===== src/rtl/pipeline_pkg.sv =====
// pipeline_pkg: shared fetch/decode types and constants
package pipeline_pkg;
  localparam int INSTR_W = 16;
  localparam int PC_W = 8;
  localparam logic [INSTR_W-1:0] NOP_INSTRUCTION = '0;
  typedef enum logic [1:0] {REQ, WAIT, DISCARD} fetch_state_t;
  typedef struct packed {
    logic [INSTR_W-1:0] instruction;
    logic [PC_W-1:0]    pc;
  } fetch_entry_t;
endpackage


===== src/rtl/fetch_queue.sv =====
// fetch_queue: synchronous FIFO with synchronous clear and active-low sync reset
module fetch_queue #(
  parameter int DW = 24,
  parameter int DEPTH = 2,
  localparam int AW = $clog2(DEPTH),
  localparam int CW = AW + 1
) (
  input  logic          clk,
  input  logic          rst_n,
  input  logic          push_i,
  input  logic          pop_i,
  input  logic          clear_i,
  input  logic [DW-1:0] din_i,
  output logic          full_o,
  output logic          empty_o,
  output logic [CW-1:0] count_o,
  output logic [DW-1:0] head_o
);
  logic [DW-1:0] mem_q [DEPTH];
  logic [AW-1:0] rd_q, wr_q;
  logic [CW-1:0] cnt_q;
  logic do_push, do_pop;
  assign full_o = cnt_q == CW'(DEPTH);
  assign empty_o = cnt_q == '0;
  assign count_o = cnt_q;
  assign head_o = mem_q[rd_q];
  assign do_pop = pop_i && !empty_o;
  // a full queue still accepts a push when the head leaves in the same cycle
  assign do_push = push_i && (!full_o || do_pop);
  always_ff @(posedge clk) begin
    if (!rst_n || clear_i) begin
      rd_q <= '0;
      wr_q <= '0;
      cnt_q <= '0;
    end else begin
      rd_q <= rd_q + AW'(do_pop);
      wr_q <= wr_q + AW'(do_push);
      cnt_q <= cnt_q + CW'(do_push) - CW'(do_pop);
    end
  end
  always_ff @(posedge clk) if (do_push) mem_q[wr_q] <= din_i;
endmodule


===== src/rtl/fetch_stage.sv =====
// fetch_stage: PC, one-outstanding imem fetch, fetch queue and IF/ID register
module fetch_stage
  import pipeline_pkg::*;
#(
  parameter int WIDTH = 8,
  parameter int INSTRUCTIONWIDTH = 16,
  parameter int PCSTEP = 4,
  parameter int RESETPC = 0,
  parameter int QDEPTH = 2
) (
  input  logic                        clock,
  input  logic                        reset,
  output logic [WIDTH-1:0]            imemAddress,
  output logic                        imemRequest,
  input  logic [INSTRUCTIONWIDTH-1:0] imemData,
  input  logic                        imemValid,
  input  logic                        stall,
  input  logic                        branchTaken,
  input  logic [WIDTH-1:0]            branchTarget,
  output logic [INSTRUCTIONWIDTH-1:0] instruction,
  output logic [WIDTH-1:0]            PCPlus8,
  output logic                        instructionValid
);
  localparam int CW = $clog2(QDEPTH) + 1;
  typedef struct packed {
    logic [INSTRUCTIONWIDTH-1:0] instruction;
    logic [WIDTH-1:0]            pc;
  } entry_t;
  fetch_state_t state_q, state_d;
  logic [WIDTH-1:0] pc_q, pc_d, req_pc_q, req_pc_d, pc8_q, pc8_d;
  logic [INSTRUCTIONWIDTH-1:0] instr_q, instr_d;
  logic valid_q, valid_d;
  logic q_push, q_pop, q_full, q_empty;
  logic [CW-1:0] q_count;
  entry_t q_head;
  fetch_queue #(.DW($bits(entry_t)), .DEPTH(QDEPTH)) u_queue (
    .clk(clock),
    .rst_n(reset),
    .push_i(q_push),
    .pop_i(q_pop),
    .clear_i(branchTaken),
    .din_i({imemData, req_pc_q}),
    .full_o(q_full),
    .empty_o(q_empty),
    .count_o(q_count),
    .head_o(q_head)
  );
  always_comb begin
    imemAddress = pc_q;
    imemRequest = reset && !branchTaken && state_q == REQ && q_count < CW'(QDEPTH);
    q_push = !branchTaken && state_q == WAIT && imemValid && (!q_full || q_pop);
    q_pop = !stall && !branchTaken && !q_empty;
    state_d = state_q;
    pc_d = pc_q;
    req_pc_d = req_pc_q;
    if (branchTaken) begin
      pc_d = branchTarget;
      state_d = (state_q != REQ && !imemValid) ? DISCARD : REQ;
    end else if (state_q == REQ) begin
      state_d = imemRequest ? WAIT : REQ;
      pc_d = imemRequest ? pc_q + WIDTH'(PCSTEP) : pc_q;
      req_pc_d = imemRequest ? pc_q : req_pc_q;
    end else if (imemValid) begin
      state_d = REQ;
    end
    instr_d = instr_q;
    pc8_d = pc8_q;
    valid_d = valid_q;
    if (branchTaken || (!stall && q_empty)) begin
      instr_d = INSTRUCTIONWIDTH'(NOP_INSTRUCTION);
      valid_d = 1'b0;
    end else if (!stall) begin
      instr_d = q_head.instruction;
      pc8_d = q_head.pc + WIDTH'(2 * PCSTEP);
      valid_d = 1'b1;
    end
  end
  always_ff @(posedge clock) begin
    if (!reset) begin
      state_q <= REQ;
      pc_q <= WIDTH'(RESETPC);
      req_pc_q <= WIDTH'(RESETPC);
      instr_q <= '0;
      pc8_q <= '0;
      valid_q <= 1'b0;
    end else begin
      state_q <= state_d;
      pc_q <= pc_d;
      req_pc_q <= req_pc_d;
      instr_q <= instr_d;
      pc8_q <= pc8_d;
      valid_q <= valid_d;
    end
  end
  assign instruction = instr_q;
  assign PCPlus8 = pc8_q;
  assign instructionValid = valid_q;
endmodule


===== config.mk =====
export PLATFORM = sky130hd
export DESIGN_NAME = fetch_stage
export DESIGN_NICKNAME = d
export VERILOG_FILES = /design/src/rtl/pipeline_pkg.sv /design/src/rtl/fetch_queue.sv /design/src/rtl/fetch_stage.sv
export SDC_FILE = /design/constraint.sdc
export NUM_CORES = 1
export LEC_CHECK = 0
export CAP_MARGIN = 20
export CELL_PAD_IN_SITES_DETAIL_PLACEMENT = 1
export CELL_PAD_IN_SITES_GLOBAL_PLACEMENT = 2
export CORE_ASPECT_RATIO = 1.2
export CORE_MARGIN = 4
export CORE_UTILIZATION = 37
export CTS_BUF_LIST = sky130_fd_sc_hd__clkbuf_8
export DETAILED_ROUTE_END_ITERATION = 8
export PLACE_DENSITY = 0.92
export SYNTH_ARGS = -nofsm -noshare
export SYNTH_HDL_FRONTEND = slang
export SYNTH_HIERARCHICAL = 1
export SYNTH_SLANG_ARGS = --single-unit
export TNS_END_PERCENT = 100

===== constraint.sdc =====
create_clock -name clock -period 2.8 [get_ports clock]
set_input_delay 0.28 -clock clock [delete_from_list [all_inputs] [get_ports clock]]
set_output_delay 0.28 -clock clock [all_outputs]
set_load 0.05 [all_outputs]

==> summary.md, run 1 <==
## Outcome
• finished, final reports clean — outcome

## STA
• 2.50 ns — Final min period
• 0 — final hold vios
• 54.6% — worst rel slew slack
• false — RSZ-0062 raised after global routing
• 0.677 ns — transition time at the pin with the least slew margin
• 0.00790 ns — Clock Skew
• 0.303 ns — min setup slack post-route
• 0 — number of setup violations in the final report
• 89.2% — crit share post-route
• 401 MHz — Max Clk Rate
• 0 — fin. max-slew vios
• 0.458 ns — worst hold slack

## GRT
• 28 — maximum number of pins on one net before global-route repair
• 13.3 mm — wire length of the first global-routing pass
• 0 — initial antenna violation count
• 0 — GRT Residual Overflow
• 14.9% — global-route usage over all layers
• 2,594 — via count of the first global-routing pass

## Routing
• 2,427 — via count of the routed design
• 4 — Initial DRT Pass Iterations
• 8.34 mm — total length of routed wires
• 0 — Remaining DRCs
• 91 — DRC marker count from the first detailed-route iteration
• 0 — final antenna-violating net count
• 4.96 — vias per cell
• 17.0 µm — average detailed-routed wire length per instance

## Finish
• 26.4% — area growth from synthesis to final layout
• 395 — final net count
• 1200 µm² — area taken by multi-input logic gates
• 4650 µm² — summed area of non-filler cells in the final layout
• 8.74% — layout cell share with drive strength beyond 1
• 0 — total inserted antenna cells
• 2380 µm² — Seq. cell area
• 1,020 — fill cell count

## Setup path
• u_queue/count_o[1]$_SDFF_PP0_ — Reg2Reg Capture Point
• flip-flop — critical path endpoint category
• sky130_fd_sc_hd__dfxtp_1 — master of the slowest instance on the critical path
• 0.53 ns — CP max stage delay
• flip-flop — Startpoint Class
• 8 — worst-path fanout max
• u_queue/count_o[1]$_SDFF_PP0_ — startpoint of the worst-slack reg-to-reg timing path
• reg -> reg — path type of the worst setup path
• 2.78 ns — Arrival @ worst endpoint
• 0.30 ns — register-to-register setup slack
• nor2_1 -> or3_1 -> buf_4 -> inv_1 -> nand3_1 -> o21ai_1 -> nor2_1 -> ha_1 -> xor2_1 -> or3_1 -> a21oi_1 — cell breakdown of the critical path
• 3.09 ns — Req. time, crit path
• 11 — R2R depth

## Clocking
• 0.08 ns — Clock Pin Slew Worst Setup and Hold Paths
• 95 — clock sink count
• 0 — postcts setup bufs
• sky130_fd_sc_hd__clkbuf_8 — clock tree root driver cell
• 9 — number of buffers created by CTS
• done — TritonCTS clock tree
• 2 — Max Root-Sink Buffers
• 0.35 ns — Clk Latency, worst-skew pair
• 3 — maximum level of the CTS H-tree

## Min path
• instructionValid$_SDFFE_PP0N_ — endpoint of the worst hold-timing path
• reg -> reg — type of the tightest min-delay check
• instructionValid$_SDFFE_PP0N_ — Worst Hold Launch
• 2 — cell depth of the worst min-delay path

## Synthesis
• 64.8% — Seq/Total Area, Yosys
• 12.7 µm² — average cell area after synthesis
• 290 — number of instances in the synthesized netlist
• sky130_fd_sc_hd__edfxtp_1 (39%), sky130_fd_sc_hd__dfxtp_1 (26%), sky130_fd_sc_hd__mux2_1 (7.4%), sky130_fd_sc_hd__mux2i_1 (4.9%), sky130_fd_sc_hd__o21ai_0 (2.6%) — top cells by area in the synthesized netlist
• 6 — YS warnings
• 35 — Netlist cell types
• sky130_fd_sc_hd__edfxtp_1 — largest area contributor in the synthesized netlist
• 39.2% — Synth top area share
• 95 — synthesized flop and latch total
• 324 — Post-Syn Nets
• 3680 µm² — post-synthesis instance area

## Floorplan
• 117 µm — chip height
• 63 — top-level port count
• 38.2% — starting density of the core
• 11,600 µm² — area of the die
• 99.0 µm — Die Span X
• 9610 µm² — area of the placeable core
• 39 — cell row count

## Pwr
• 534 nW/µm² — PD cells
• 0.220 mV — VDD IR-drop max
• 1.68 nW — leakage power

## Placement
• 62 — quantity of I/O buffers inserted on ports
• 0.756 — GPL Wtd Cong
• 4480 µm² — cell area after placement
• -0.0389 ns — pre-CTS worst setup slack
• 6.08 mm — Final HPWL DP

## Job
• 0 — number of maximum-capacitance violations

## through the flow
step / cells / power, W / TNS (ns) / util, %
floorplan: 290 / 0.00165 / 0 / -
global placement: 473 / 0.00175 / 0 / 46.6
detailed placement: 473 / 0.00176 / -0.0389 / 46.6
CTS: 489 / 0.00252 / 0 / 48.3
global route: 489 / 0.00259 / 0 / 48.3
finish: 489 / 0.00248 / 0 / 48.3
## final cells by class
cell class / instances / area share (%)
well taps: 123 / 3.31
flip-flops and latches: 95 / 51.3
clock inverters: 7 / 0.754
clock buffers: 9 / 2.67
repair buffers: 75 / 15.7
inverters: 7 / 0.565
multi-input cells: 173 / 25.8
## cell usage in the layout (no fill, tap or decap), types with 3 or more instances in the layout
cell                               n
sky130_fd_sc_hd__ha_1              5
sky130_fd_sc_hd__xnor2_1           3
sky130_fd_sc_hd__o21ai_0          19
sky130_fd_sc_hd__xor2_1            5
sky130_fd_sc_hd__edfxtp_1         48
sky130_fd_sc_hd__a21boi_0          5
sky130_fd_sc_hd__buf_4            13
sky130_fd_sc_hd__nor2b_1           3
sky130_fd_sc_hd__nand2b_1          3
sky130_fd_sc_hd__nor2_1           23
sky130_fd_sc_hd__mux2i_1          18
sky130_fd_sc_hd__a31oi_1           4
sky130_fd_sc_hd__clkbuf_8          9
sky130_fd_sc_hd__nand2_1          20
sky130_fd_sc_hd__a21oi_1           8
sky130_fd_sc_hd__inv_1            11
sky130_fd_sc_hd__nand3_1          14
sky130_fd_sc_hd__or3_1             3
sky130_fd_sc_hd__dfxtp_1          47
sky130_fd_sc_hd__mux2_1           24
sky130_fd_sc_hd__clkdlybuf4s50_1  61
## synthesized netlist by cell type, drive strengths merged
master  number
nand2b       3
nor4b        1
xnor2        3
mux2i       18
clkbuf       7
a31oi        4
dfxtp       47
or4          1
nor3         1
or3          5
buf          8
xor2         5
mux2        24
ha           5
edfxtp      48
nor2b        4
a21boi       6
inv          7
o211a        2
o21ai       22
a21oi        9
nor3b        1
nor2        23
nand2       20
o31ai        1
nand3       14
nand4b       1
## worst max-delay path by stage
| stage | from | end | slack [ns] |
|---|---|---|---|
| 2_1_floorplan | u_queue/count_o[1]$_SDFF_PP0_ | u_queue/mem_q[1][0]$_DFFE_PP_ | 0.19 |
| 3_3_place_gp | stall | u_queue/count_o[1]$_SDFF_PP0_ | 0.16 |
| 3_5_place_dp | stall | u_queue/count_o[1]$_SDFF_PP0_ | -0.04 |
| 4_1_cts | u_queue/count_o[1]$_SDFF_PP0_ | u_queue/count_o[1]$_SDFF_PP0_ | 0.16 |
| 5_1_grt | u_queue/count_o[1]$_SDFF_PP0_ | u_queue/count_o[1]$_SDFF_PP0_ | 0.1 |
| 6_report | u_queue/count_o[1]$_SDFF_PP0_ | u_queue/count_o[1]$_SDFF_PP0_ | 0.30 |
## layer usage
layer	up-vias	wire [µm]	GRT usage, %
met4	0	149	6.19
li1	1175	-	-
met5	-	0	0
met2	52	4330	26.5
met3	12	324	3.62
met1	1188	3530	17.4
## cell families after synthesis
group	share of synthesized area [%]
AO/OA/AOI/OAI	6.98
XOR/XNOR	1.91
adder cells (fa/ha/maj)	1.70
buffers and inverters	2.72
flip-flops	64.8
multiplexers	12.3
AND/OR/NAND/NOR	9.63
## repair_timing
| item | 4_1_cts | 5_1_grt |
|---|---|---|
| hold buffers | 0 | 0 |
| resized for setup | 0 | 1 |
| setup endpoints to repair | 0 | 1 |
## flip-flops by register name, summed over array words and instances, names as in the netlist
name              flops
u_queue/mem_q        48
instructionValid      1
imemAddress           8
PCPlus8               8
state_q               2
instruction          16
u_queue/wr_q          1
u_queue/count_o       2
req_pc_q              8
u_queue/rd_q          1
## power by group
part	internal, W	switching, W	leakage [nW]
registers	0.00148	0.0000232	0.817
logic	0.0000961	0.000122	0.768
clock network	0.000309	0.000449	0.0902
## worst max-delay path, delay by kind of cell, from the launching register on
kind,cells,cell delay (ns)
simple gates,5,0.98
flops,1,0.53
buf+inv,2,0.33
compound gates,2,0.25
fa+ha+maj,1,0.19
xor+xnor,1,0.15
Power figures use the tool's default switching activity.
==> run 2: changes to the inputs <==
CTS_CLUSTER_DIAMETER = 40   (was default)
==> results of run 2 <==
Final layout, timing and power as in run 1 (identical DEF).
==> run 3: changes to the inputs <==
CTS_CLUSTER_DIAMETER = 30   (was 40)
clock period = 2.3 ns   (was 2.8 ns; I/O delays follow)
==> run 3 against run 2 <==
Compared with the run above: global-route usage is essentially flat; combinational power grew 23%; final area grew 2.6%; via count grew 0.58%; sequential cell count is the same.
==> summary.md, run 3 (synthesis results as in run 1) <==
## Outcome
• finished, final reports clean — outcome, unchanged

## Clocking
• done — TritonCTS clock tree, unchanged
• 0.36 ns — Clk Latency, worst-skew pair, was 0.35 ns
• sky130_fd_sc_hd__clkbuf_8 — clock tree root driver cell, unchanged
• 95 — clock sink count, unchanged
• 0 — hold_buf cts, unchanged
• 0.09 ns — Clock Pin Slew Worst Setup and Hold Paths, was 0.08 ns
• 9 — number of buffers created by CTS, unchanged
• 2 — Max Root-Sink Buffers, unchanged
• 3 — maximum level of the CTS H-tree, unchanged

## Routing
• 4.93 — vias per cell, was 4.96
• 0 — final antenna-violating net count, unchanged
• 4 — Initial DRT Pass Iterations, unchanged
• 16.7 µm — average detailed-routed wire length per instance, was 17.0 µm
• 80 — DRC marker count from the first detailed-route iteration, was 91
• 2,441 — via count of the routed design, was 2,427
• 8.24 mm — total length of routed wires, was 8.34 mm
• 0 — Remaining DRCs, unchanged

## GRT
• 15.0% — global-route usage over all layers, was 14.9%
• 13.4 mm — wire length of the first global-routing pass, was 13.3 mm
• 0 — initial antenna violation count, unchanged
• 2,629 — via count of the first global-routing pass, was 2,594
• 0 — GRT Residual Overflow, unchanged
• 19 — maximum number of pins on one net before global-route repair, was 28

## Setup path
• 4 — worst-path fanout max, was 8
• flip-flop — critical path endpoint category, unchanged
• clkdlybuf4s50_1 -> or3_4 -> buf_4 -> inv_1 -> nand3_1 -> o21ai_1 -> nor2_1 -> ha_1 -> xor2_1 -> or3_1 -> a21oi_1 — cell breakdown of the critical path, was nor2_1 -> or3_1 -> buf_4 -> inv_1 -> nand3_1 -> o21ai_1 -> nor2_1 -> ha_1 -> xor2_1 -> or3_1 -> a21oi_1
• u_queue/count_o[1]$_SDFF_PP0_ — Worst setup endpoint, unchanged
• 11 — R2R depth, unchanged
• u_queue/count_o[1]$_SDFF_PP0_ — Reg2Reg Capture Point, unchanged
• u_queue/count_o[1]$_SDFF_PP0_ — startpoint of the worst-slack reg-to-reg timing path, unchanged
• 2.52 ns — Arrival @ worst endpoint, was 2.78 ns
• 0.46 ns — CP max stage delay, was 0.53 ns
• primary input — Startpoint Class, was flip-flop
• 2.58 ns — Req. time, crit path, was 3.09 ns
• sky130_fd_sc_hd__clkdlybuf4s50_1 — master of the slowest instance on the critical path, was sky130_fd_sc_hd__dfxtp_1
• 0.09 ns — register-to-register setup slack, was 0.30 ns
• in -> reg — path type of the worst setup path, was reg -> reg
• stall — start point of the critical path, was u_queue/count_o[1]$_SDFF_PP0_

## STA
• 0 — final hold vios, unchanged
• 97.3% — crit share post-route
• 0.00871 ns — Clock Skew, was 0.00790 ns
• 0.0627 ns — min setup slack post-route, was 0.303 ns
• 55.8% — worst rel slew slack, was 54.6%
• 0 — number of setup violations in the final report, unchanged
• false — RSZ-0062 raised after global routing, unchanged
• 447 MHz — Max Clk Rate
• 0 — fin. max-slew vios, unchanged
• 0.454 ns — worst hold slack, was 0.458 ns
• 0.659 ns — transition time at the pin with the least slew margin, was 0.677 ns
• 2.24 ns — Final min period

## Finish
• 0 — total inserted antenna cells, unchanged
• 11.6% — layout cell share with drive strength beyond 1, was 8.74%
• sky130_fd_sc_hd__clkdlybuf4s50_1 (61), sky130_fd_sc_hd__edfxtp_1 (48), sky130_fd_sc_hd__dfxtp_1 (46) — commonest cells after routing, fill and taps aside, was sky130_fd_sc_hd__clkdlybuf4s50_1 (61), sky130_fd_sc_hd__edfxtp_1 (48), sky130_fd_sc_hd__dfxtp_1 (47)
• 48 — Largest register FFs, unchanged
• 401 — final net count, was 395
• sky130_fd_sc_hd__clkdlybuf4s50_1 — leading cell type in the layout, fill and taps excluded, unchanged
• 29.6% — area growth from synthesis to final layout, was 26.4%
• u_queue/mem_q — register with the most flip-flops, unchanged
• 495 — Post-Layout Cell Count, was 489

## Placement
• 62 — quantity of I/O buffers inserted on ports, unchanged
• 479 — cell count after placement, was 473
• 6.14 mm — Final HPWL DP, was 6.08 mm
• 0.729 — GPL Wtd Cong, was 0.756
• -0.301 ns — pre-CTS worst setup slack, was -0.0389 ns

## Floorplan
• 38.2% — starting density of the core, unchanged
• 99.0 µm — Die Span X, unchanged
• 39 — cell row count, unchanged
• 63 — top-level port count, unchanged
• 117 µm — chip height, unchanged
• 9610 µm² — area of the placeable core, unchanged
• 11,600 µm² — area of the die, unchanged

## Pwr
• 33.3% — clock network fraction of design power, was 30.5%
• 23.3% — switching portion of total power, was 23.9%
• 0.000735 W — Switch Pwr, was 0.000594 W
• 662 nW/µm² — PD cells, was 534 nW/µm²
• 0.00315 W — total power, was 0.00248 W
• 1.71 nW — leakage power, was 1.68 nW
• 58.2% — relative contribution of sequential cells to total power, was 60.7%
• 0.253 mV — VDD IR-drop max, was 0.220 mV
• 8.5% — proportion of power drawn by combinational gates, was 8.8%
• 0.00242 W — internal power contribution, was 0.00189 W

## Min path
• reg -> reg — type of the tightest min-delay check, unchanged

## Job
• 0 — number of maximum-capacitance violations, unchanged

## run 3: changes by cell type in the layout (fill, tap and decap cells not counted), sizes merged
cell	before	now
buf	14	20
bufinv	0	1
clkinv	1	3
inv	11	8
## run 3: how the worst min path moves through the flow
| stage | depth (start not counted) | slack [ns] | to | from |
|---|---|---|---|---|
| 3_3_place_gp | 0 | 0.44 | u_queue/mem_q[0][4]$_DFFE_PP_ | req_pc_q[4]$_SDFFE_PN0P_ |
| 5_1_grt | 1 | 0.44 | u_queue/mem_q[0][21]$_DFFE_PP_ | imemData[13] |
| 2_1_floorplan | 1 | 0.31 | state_q[1]$_SDFFE_PN0P_ | imemValid |
| 6_report | 2 | 0.45 | instructionValid$_SDFFE_PP0N_ | instructionValid$_SDFFE_PP0N_ |
| 4_1_cts | 1 | 0.44 | u_queue/mem_q[0][21]$_DFFE_PP_ | imemData[13] |
| 3_5_place_dp | 2 | 0.44 | instructionValid$_SDFFE_PP0N_ | instructionValid$_SDFFE_PP0N_ |
## run 3: worst max-delay path: cells and delay by family
family / cells / cell delay [ns]
and+or+nand+nor: 4 / 0.93
buffers and inverters: 3 / 0.72
AOI/OAI and AO/OA: 2 / 0.29
adders and majority gates: 1 / 0.19
xor gates and xnor gates: 1 / 0.16
## run 3: metrics by stage
step | utilization [%] | TNS (ns) | cell area (µm²)
3_3_place_gp | 47.5 | -2.51 | 4560
5_1_grt | 49.6 | 0 | 4770
2_1_floorplan | - | -0.557 | 3680
3_5_place_dp | 47.5 | -5.31 | 4560
4_1_cts | 49.4 | 0 | 4750
6_report | 49.6 | 0 | 4770
## run 3: per-layer routing
layer / wire length (µm) / GRT usage (%)
met5: 0 / 0
met4: 101 / 5.01
met3: 353 / 3.56
met2: 4160 / 26.3
met1: 3630 / 18.1
## run 3: area by class of cell
type	instances	area, µm²
multi-input cells	173	1210
inverters	7	26.3
clock buffers	9	124
well taps	123	154
clock inverters	7	65.1
repair buffers	81	798
flip-flops and latches	95	2380
fillers	1013	4850
## run 3: repair_timing
item	CTS	global route
setup buffers	0	0
resized for setup	0	3
setup endpoints to repair	0	1
## run 3: power by group through the flow
| stage | Clock (W) | Combinational, W | Sequential (W) |
|---|---|---|---|
| floorplan | 0 | 0.0000947 | 0.00192 |
| global placement | 0 | 0.000263 | 0.00187 |
| detailed placement | 0 | 0.000270 | 0.00187 |
| CTS | 0.00109 | 0.000273 | 0.00184 |
| global route | 0.00116 | 0.000289 | 0.00184 |
| finish | 0.00105 | 0.000269 | 0.00183 |
==> patch: new RTL, config.mk and constraints of run 1 <==
Change the parameter `INSTRUCTIONWIDTH` from 16 to 12.
--- a/src/rtl/fetch_stage.sv
+++ b/src/rtl/fetch_stage.sv
@@ -3,7 +3,7 @@
   import pipeline_pkg::*;
 #(
   parameter int WIDTH = 8,
-  parameter int INSTRUCTIONWIDTH = 16,
+  parameter int INSTRUCTIONWIDTH = 12,
   parameter int PCSTEP = 4,
   parameter int RESETPC = 0,
   parameter int QDEPTH = 2
Ports: changed (resized imemData and instruction); port bits go from 63 to 55. No check against the original RTL was run, so the function may have changed too.
==> patch against run 1 <==
- utilization grew 1.3 points
- synthesized area decreased by 12%
- design area is 8.6% lower
- combinational power is 9.2% lower
- first-iteration DRC count is 33% lower
- sequential cell count shrank 12
- setup slack improved by 0.17 ns
- global-route usage is 0.37 points higher
- routed wire length shrank 11%
- via count down 9.3%
- sequential power fell by 13%
- power up 5.6%
==> patch: results <==
set metrics [dict create \
    status "finished, final reports clean" \
    ir_worst_vdd_mv 0.2724 \
    dp_hpwl_mm 5.422 \
    drive_gt1_share_pct 10.45 \
    leakage_nw 1.547 \
    r2r_slack_ns 0.48 \
    routed_via_density 4.869 \
    synth.area.top_cells "edfxtp_1 37%, dfxtp_1 27%, mux2_1 6.9%" \
    worst_pin_slew_ns 1.012 \
    place_ws_ns 0.2516 \
    grt_pass1_wl_mm 12.01 \
    cp_slowest_cell "nor2_1" \
    gr-usage-all-layers_pct 15.31 \
    grt_pass1_vias 2320 \
    place_inst 436 \
    synth-edff-count 40 \
    seq_area_frac_synth_pct 63.51 \
    portBuffers 54 \
    grt_max_degree 21 \
    worstPathMaxFanout 10 \
    synth_commonest_cells "43 x dfxtp_1, 40 x edfxtp_1, 20 x mux2_1, 20 x nand2_1, 20 x o21ai_0" \
    swShare_pct 21.30 \
    yosysUniqueCellTypes 34 \
    routed_wl_mm 7.414 \
    hold_ws_ns 0.4560 \
    dpl_cell_area_sq_um 3984 \
    clock_net_power_mw 1.11 \
    crit_end "imemRequest" \
    synth_fp_nets 295 \
    dr.first_iter.drc_count 61 \
    largest_reg_flops 40 \
    comb-power_uw 198 \
    synth_area_per_cell_sq_um 12.25 \
]
-- patch: layout make-up --
type	count	area, sq um
Clock buffer	9	123.9
Clock inverter	7	140.1
Fill cell	887	4317
Inverter	7	26.28
Multi-Input combinational cell	161	1094
Sequential cell	83	2062
Tap cell	117	146.4
Timing Repair Buffer	68	655.6
-- patch: cells by family after synthesis --
kind of cell	Yosys count	share of synthesized area (%)
buffers and inverters	21	2.813
adders and majority gates	5	1.927
muxes	34	11.25
and+or+nand+nor	70	10.44
xor gates and xnor gates	8	2.158
AOI/OAI and AO/OA	44	7.900
DFF	83	63.51
-- patch: metal layers --
metal / global-route usage (%) / routed length, um / vias to the layer above / part of all wire, %
met2: 27.34 / 3942 / 56 / 53
met4: 7.038 / 156 / 0 / 2.1
li1: - / - / 1067 / -
met1: 17.19 / 2990 / 1065 / 40
met3: 2.997 / 324 / 13 / 4.4
met5: 0 / 0 / - / 0
